===== src/rtl/car_sensor_conditioner.sv =====
// car_sensor_conditioner: front-end for traffic_light_controller.
// Synchronises and debounces the road-loop sensor, counts qualified arrivals
// until green serves them, and qualifies the emergency-vehicle input with a
// stuck-sensor lockout so a jammed request cannot hold the junction forever.
module car_sensor_conditioner #(
    parameter int DEBOUNCE_CYCLES = 4,
    parameter int EMERG_QUAL      = 2,
    parameter int EMERG_MAX       = 20,
    parameter int CNT_W           = 4
) (
    input  logic             clock,
    input  logic             reset,
    input  logic             sensor_raw,
    input  logic             emerg_raw,
    input  logic             green,
    output logic             car,
    output logic [CNT_W-1:0] car_count,
    output logic             emergency,
    output logic             emerg_fault
);

    localparam int DC_W    = $clog2(DEBOUNCE_CYCLES) + 1;
    localparam int ET_SPAN = (EMERG_MAX > EMERG_QUAL) ? EMERG_MAX : EMERG_QUAL;
    localparam int ET_W    = $clog2(ET_SPAN) + 1;

    localparam logic [DC_W-1:0]  DEB_LAST  = DC_W'(DEBOUNCE_CYCLES - 1);
    localparam logic [ET_W-1:0]  QUAL_LAST = ET_W'(EMERG_QUAL - 1);
    localparam logic [ET_W-1:0]  MAX_LAST  = ET_W'(EMERG_MAX - 1);
    localparam logic [CNT_W-1:0] CNT_SAT   = '1;

    typedef enum logic [1:0] {
        ABSENT   = 2'd0,
        ARRIVING = 2'd1,
        PRESENT  = 2'd2,
        LEAVING  = 2'd3
    } car_state_t;

    typedef enum logic [1:0] {
        E_IDLE    = 2'd0,
        E_QUAL    = 2'd1,
        E_ACTIVE  = 2'd2,
        E_LOCKOUT = 2'd3
    } emerg_state_t;

    logic sens_meta_q,  sens_meta_d;
    logic sens_sync_q,  sens_sync_d;
    logic emerg_meta_q, emerg_meta_d;
    logic emerg_sync_q, emerg_sync_d;

    car_state_t       car_state_q, car_state_d;
    logic [DC_W-1:0]  car_cnt_q,   car_cnt_d;
    logic [CNT_W-1:0] count_q,     count_d;
    logic             arrival;

    emerg_state_t     emerg_state_q, emerg_state_d;
    logic [ET_W-1:0]  etmr_q,        etmr_d;
    logic             emergency_q,   emergency_d;
    logic             emerg_fault_q, emerg_fault_d;

    // Two-flop synchronisers: raw levels are only ever looked at through these.
    always_comb begin
        sens_meta_d  = sensor_raw;
        sens_sync_d  = sens_meta_q;
        emerg_meta_d = emerg_raw;
        emerg_sync_d = emerg_meta_q;
    end

    // Car debounce FSM; arrival is combinational so the count moves on the qualifying edge.
    always_comb begin
        car_state_d = car_state_q;
        car_cnt_d   = car_cnt_q;
        arrival     = 1'b0;
        unique case (car_state_q)
            ABSENT: begin
                if (sens_sync_q) begin
                    car_state_d = ARRIVING;
                    car_cnt_d   = DC_W'(1);
                end
            end
            ARRIVING: begin
                if (!sens_sync_q) begin
                    car_state_d = ABSENT;
                    car_cnt_d   = '0;
                end else if (car_cnt_q == DEB_LAST) begin
                    car_state_d = PRESENT;
                    car_cnt_d   = '0;
                    arrival     = 1'b1;
                end else begin
                    car_cnt_d = car_cnt_q + DC_W'(1);
                end
            end
            PRESENT: begin
                if (!sens_sync_q) begin
                    car_state_d = LEAVING;
                    car_cnt_d   = DC_W'(1);
                end
            end
            LEAVING: begin
                if (sens_sync_q) begin
                    car_state_d = PRESENT;
                    car_cnt_d   = '0;
                end else if (car_cnt_q == DEB_LAST) begin
                    car_state_d = ABSENT;
                    car_cnt_d   = '0;
                end else begin
                    car_cnt_d = car_cnt_q + DC_W'(1);
                end
            end
            default: begin
                car_state_d = ABSENT;
                car_cnt_d   = '0;
            end
        endcase
    end

    // Waiting-car counter: green serves everyone (including a car qualifying that edge), otherwise saturate.
    always_comb begin
        count_d = count_q;
        if (green) begin
            count_d = '0;
        end else if (arrival && (count_q != CNT_SAT)) begin
            count_d = count_q + CNT_W'(1);
        end
    end

    // Emergency qualify / active-timeout / lockout FSM with outputs decoded from the next state.
    always_comb begin
        emerg_state_d = emerg_state_q;
        etmr_d        = etmr_q;
        unique case (emerg_state_q)
            E_IDLE: begin
                if (emerg_sync_q) begin
                    if (EMERG_QUAL == 1) begin
                        emerg_state_d = E_ACTIVE;
                        etmr_d        = '0;
                    end else begin
                        emerg_state_d = E_QUAL;
                        etmr_d        = ET_W'(1);
                    end
                end
            end
            E_QUAL: begin
                if (!emerg_sync_q) begin
                    emerg_state_d = E_IDLE;
                    etmr_d        = '0;
                end else if (etmr_q == QUAL_LAST) begin
                    emerg_state_d = E_ACTIVE;
                    etmr_d        = '0;
                end else begin
                    etmr_d = etmr_q + ET_W'(1);
                end
            end
            E_ACTIVE: begin
                if (!emerg_sync_q) begin
                    emerg_state_d = E_IDLE;
                    etmr_d        = '0;
                end else if (etmr_q == MAX_LAST) begin
                    emerg_state_d = E_LOCKOUT;
                    etmr_d        = '0;
                end else begin
                    etmr_d = etmr_q + ET_W'(1);
                end
            end
            E_LOCKOUT: begin
                if (!emerg_sync_q) begin
                    emerg_state_d = E_IDLE;
                    etmr_d        = '0;
                end
            end
            default: begin
                emerg_state_d = E_IDLE;
                etmr_d        = '0;
            end
        endcase
        emergency_d   = (emerg_state_d == E_ACTIVE);
        emerg_fault_d = (emerg_state_d == E_LOCKOUT);
    end

    // All state registers; reset clears everything so partial qualification is lost.
    always_ff @(posedge clock or posedge reset) begin
        if (reset) begin
            sens_meta_q   <= 1'b0;
            sens_sync_q   <= 1'b0;
            emerg_meta_q  <= 1'b0;
            emerg_sync_q  <= 1'b0;
            car_state_q   <= ABSENT;
            car_cnt_q     <= '0;
            count_q       <= '0;
            emerg_state_q <= E_IDLE;
            etmr_q        <= '0;
            emergency_q   <= 1'b0;
            emerg_fault_q <= 1'b0;
        end else begin
            sens_meta_q   <= sens_meta_d;
            sens_sync_q   <= sens_sync_d;
            emerg_meta_q  <= emerg_meta_d;
            emerg_sync_q  <= emerg_sync_d;
            car_state_q   <= car_state_d;
            car_cnt_q     <= car_cnt_d;
            count_q       <= count_d;
            emerg_state_q <= emerg_state_d;
            etmr_q        <= etmr_d;
            emergency_q   <= emergency_d;
            emerg_fault_q <= emerg_fault_d;
        end
    end

    assign car_count   = count_q;
    assign car         = (count_q != '0);
    assign emergency   = emergency_q;
    assign emerg_fault = emerg_fault_q;

endmodule


===== config.mk =====
export PLATFORM = sky130hd
export DESIGN_NAME = car_sensor_conditioner
export DESIGN_NICKNAME = d
export VERILOG_FILES = /design/src/rtl/car_sensor_conditioner.sv
export SDC_FILE = /design/constraint.sdc
export NUM_CORES = 1
export LEC_CHECK = 0
export CORE_MARGIN = 3
export CORE_UTILIZATION = 40
export DETAILED_ROUTE_END_ITERATION = 12
export GPL_TIMING_DRIVEN = 1
export RECOVER_POWER = 25
export SLEW_MARGIN = 20
export SYNTH_ARGS = -nofsm -noshare
export SYNTH_HDL_FRONTEND = slang
export SYNTH_SLANG_ARGS = --single-unit

===== constraint.sdc =====
create_clock -name clock -period 5.2 [get_ports clock]
set_input_delay 1.04 -clock clock [delete_from_list [all_inputs] [get_ports clock]]
set_output_delay 1.04 -clock clock [all_outputs]
set_load 0.01 [all_outputs]

==> impl_metrics.toml <==
[cells_and_area]
fill_cells = 245
drive_above_1_share_pct = 11.0
multi_input_area_um2 = 517
diodes = 0
seq_area_um2 = 576
area_growth_pct = 14.0
nets = 129
post-route-util_pct = 50.0

[timing]
hold_slack_ns = 0.363
report.final.slew_viol_count = 0
worst_pin_slew_ns = 0.857
setup_viol = 0
fin_setup_tns_ns = 0
max_freq_mhz = 339
clock_skew_ns = 0.00345
maxSlewHeadroom_pct = 42.8
finalCritPeriodShare_pct = 56.7
rsz0062_at_grt = "no"
hold_viol_final = 0
period_minus_slack_ns = 2.95

[route]
routed_wl_um = 2030
first_iter_violations = 36
via_per_inst = 5.43
postRouteAntennaNets = 0
drcViolationCount = 0
vias = 803
wl_per_cell_um = 13.7
dr.pass1.iters = 4

[clock_network]
path_clk_slew_ns = 0.13
holdBufCountCts = 0
clock_path_buffers = 2
insertion_delay_ns = 0.31
post_cts_resized = 0
clock-sinks = 23
cts_setup_buffers = 0
cts_tree = "built"
numCtsBuffers = 3
cts_htree_levels = 1
cts_root_buf = "clkbuf_4"

[global_routing]
grt_max_degree = 24
gr-total-overflow = 0
grt_pass1_vias = 791
grt_util_all_layers_pct = 13.6
grt_pass1_wl_um = 3640
antenna_found_initial = 0

[floorplanning]
initial_core_util_pct = 43.8
die_h_um = 59.3
die_width_um = 59.3
rows = 18
die-area_mm2 = 0.00351
core_mm2 = 0.00259
ios = 12

[worst_setup_path]
start_kind = "flip-flop"
worstPathMaxFanout = 4
critical_path_class = "reg -> out"
worst-endpoint-arrival_ns = 1.91
worstPathRequired_ns = 4.16
end_kind = "output port"

[synth]
avgSynthCellArea_um2 = 10.8
yosysTopAreaCell = "dfrtp_1"
synth-seq-cells = 23
synth_area_mm2 = 0.00113
synthTopCellsByArea = "dfrtp_1, ha_1, nand3_1, nor2_1, inv_1"
synth_common_cells = "dfrtp_1, nor2_1, inv_1, nand3_1, ha_1"
synth.most_common_cell = "dfrtp_1"
ys_types = 37
synth_top_area_share_pct = 50.7
syn_inst = 105
ys_dominant_reg_cell = "dfrtp_1"
ys_seq_area_share_pct = 50.7
yosysWarnings = 0
synth-edff-count = 0
syn-num-nets = 115
async_reset_ff_share_pct = 100

[placement]
place.gp.congestion = 0.840
port_buffers = 11
hpwlAfterDp_um = 1480

[status]
status = "finished clean"

[power_and_ir_drop]
peakVddDrop_mv = 0.220
p_leak_nw = 0.587
power_density_mw_per_mm2 = 397
power_mw = 0.513

[job]
max_cap_violations = 0

[worst_hold_path]
hold_path.class = "reg -> reg"
logic make-up after synthesis:
logic type	count (synthesis)	share of synthesized area [%]
and+or+nand+nor	39	19.3
buffers and inverters	9	3.75
muxes	2	1.87
xor gates and xnor gates	5	3.86
adders and majority gates	5	5.51
DFF	23	50.7
AOI/OAI and AO/OA	22	15.0
area by class of cell:
class | count | share of cell area, %
clock inverters | 1 | 0.387
clock buffers | 3 | 1.74
inverters | 7 | 2.03
multi-input cells | 73 | 39.9
well taps | 30 | 2.90
flip-flops and latches | 23 | 44.5
repair buffers | 11 | 8.51
layout by cell type (no fill, tap or decap), drive strengths merged, types with 2 or more instances in the layout:
cell,count
dfrtp,23
clkdlybuf4s50,9
nor2,8
nand3,7
inv,7
ha,5
o21ai,5
nor2b,4
and3,3
xor2,3
nand2b,3
nand2,3
a31oi,3
clkbuf,3
a21oi,3
nand4,2
nor3,2
a221o,2
xnor2,2
a22o,2
dlygate4sd3,2
and2,2
power breakdown:
| group | internal, mW | switching, mW | total, mW |
|---|---|---|---|
| Combinational | 0.0851 | 0.0938 | 0.179 |
| Clock | 0.0288 | 0.0562 | 0.0849 |
| Sequential | 0.212 | 0.0370 | 0.249 |
| Total | 0.326 | 0.187 | 0.513 |
flip-flops by register name (all words and copies together), names as in the netlist, named ones only:
register,count
sens_meta_q,1
emerg_fault,1
car_count,4
emergency,1
car_state_q,1
car_cnt_q,3
etmr_q,6
emerg_meta_q,1
emerg_state_q,2
emerg_sync_q,1
sens_sync_q,1
worst max-delay path: stages, from the launching register on:
cell and delay (ns):
dfrtp_1 0.43, inv_1 0.10, ha_1 0.15, or3b_2 0.43
clkdlybuf4s50_1 0.49
worst paths after layout:
| path | start | end | slack [ns] | cells past startpoint |
|---|---|---|---|---|
| worst min-delay path | emerg_meta_q$_DFF_PP0_ | emerg_sync_q$_DFF_PP0_ | 0.36 | 0 |
| worst min register to register | emerg_meta_q$_DFF_PP0_ | emerg_sync_q$_DFF_PP0_ | 0.36 | 0 |
| max in group asynchronous | reset | emerg_state_q[0]$_DFF_PP0_ | 3.49 | 2 |
| min in group asynchronous | reset | car_state_q[0]$_DFFE_PP0P_ | 1.18 | 2 |
| worst max register to register | etmr_q[1]$_DFFE_PP0P_ | etmr_q[5]$_DFFE_PP0P_ | 3.34 | 6 |
| worst max-delay path | car_count[0]$_DFFE_PP0P_ | car | 2.25 | 4 |
per-layer routing:
layer | up-vias | GRT usage [%] | routed length [µm] | part of all wire [%]
li1 | 398 | - | - | -
met4 | 0 | 2.91 | 15 | 0.74
met3 | 2 | 3.92 | 113 | 5.6
met5 | - | 0 | 0 | 0
met1 | 379 | 18.7 | 934 | 46
met2 | 24 | 21.4 | 968 | 48
per-stage QoR:
stage,cell area (µm²),setup WS [ns],cells
final,1290,2.25,148
after global routing,1290,2.15,148
after CTS,1290,2.24,148
after detailed placement,1270,2.62,144
after global placement,1270,2.64,144
after floorplan,1130,3.05,105
Power figures use the tool's default switching activity.
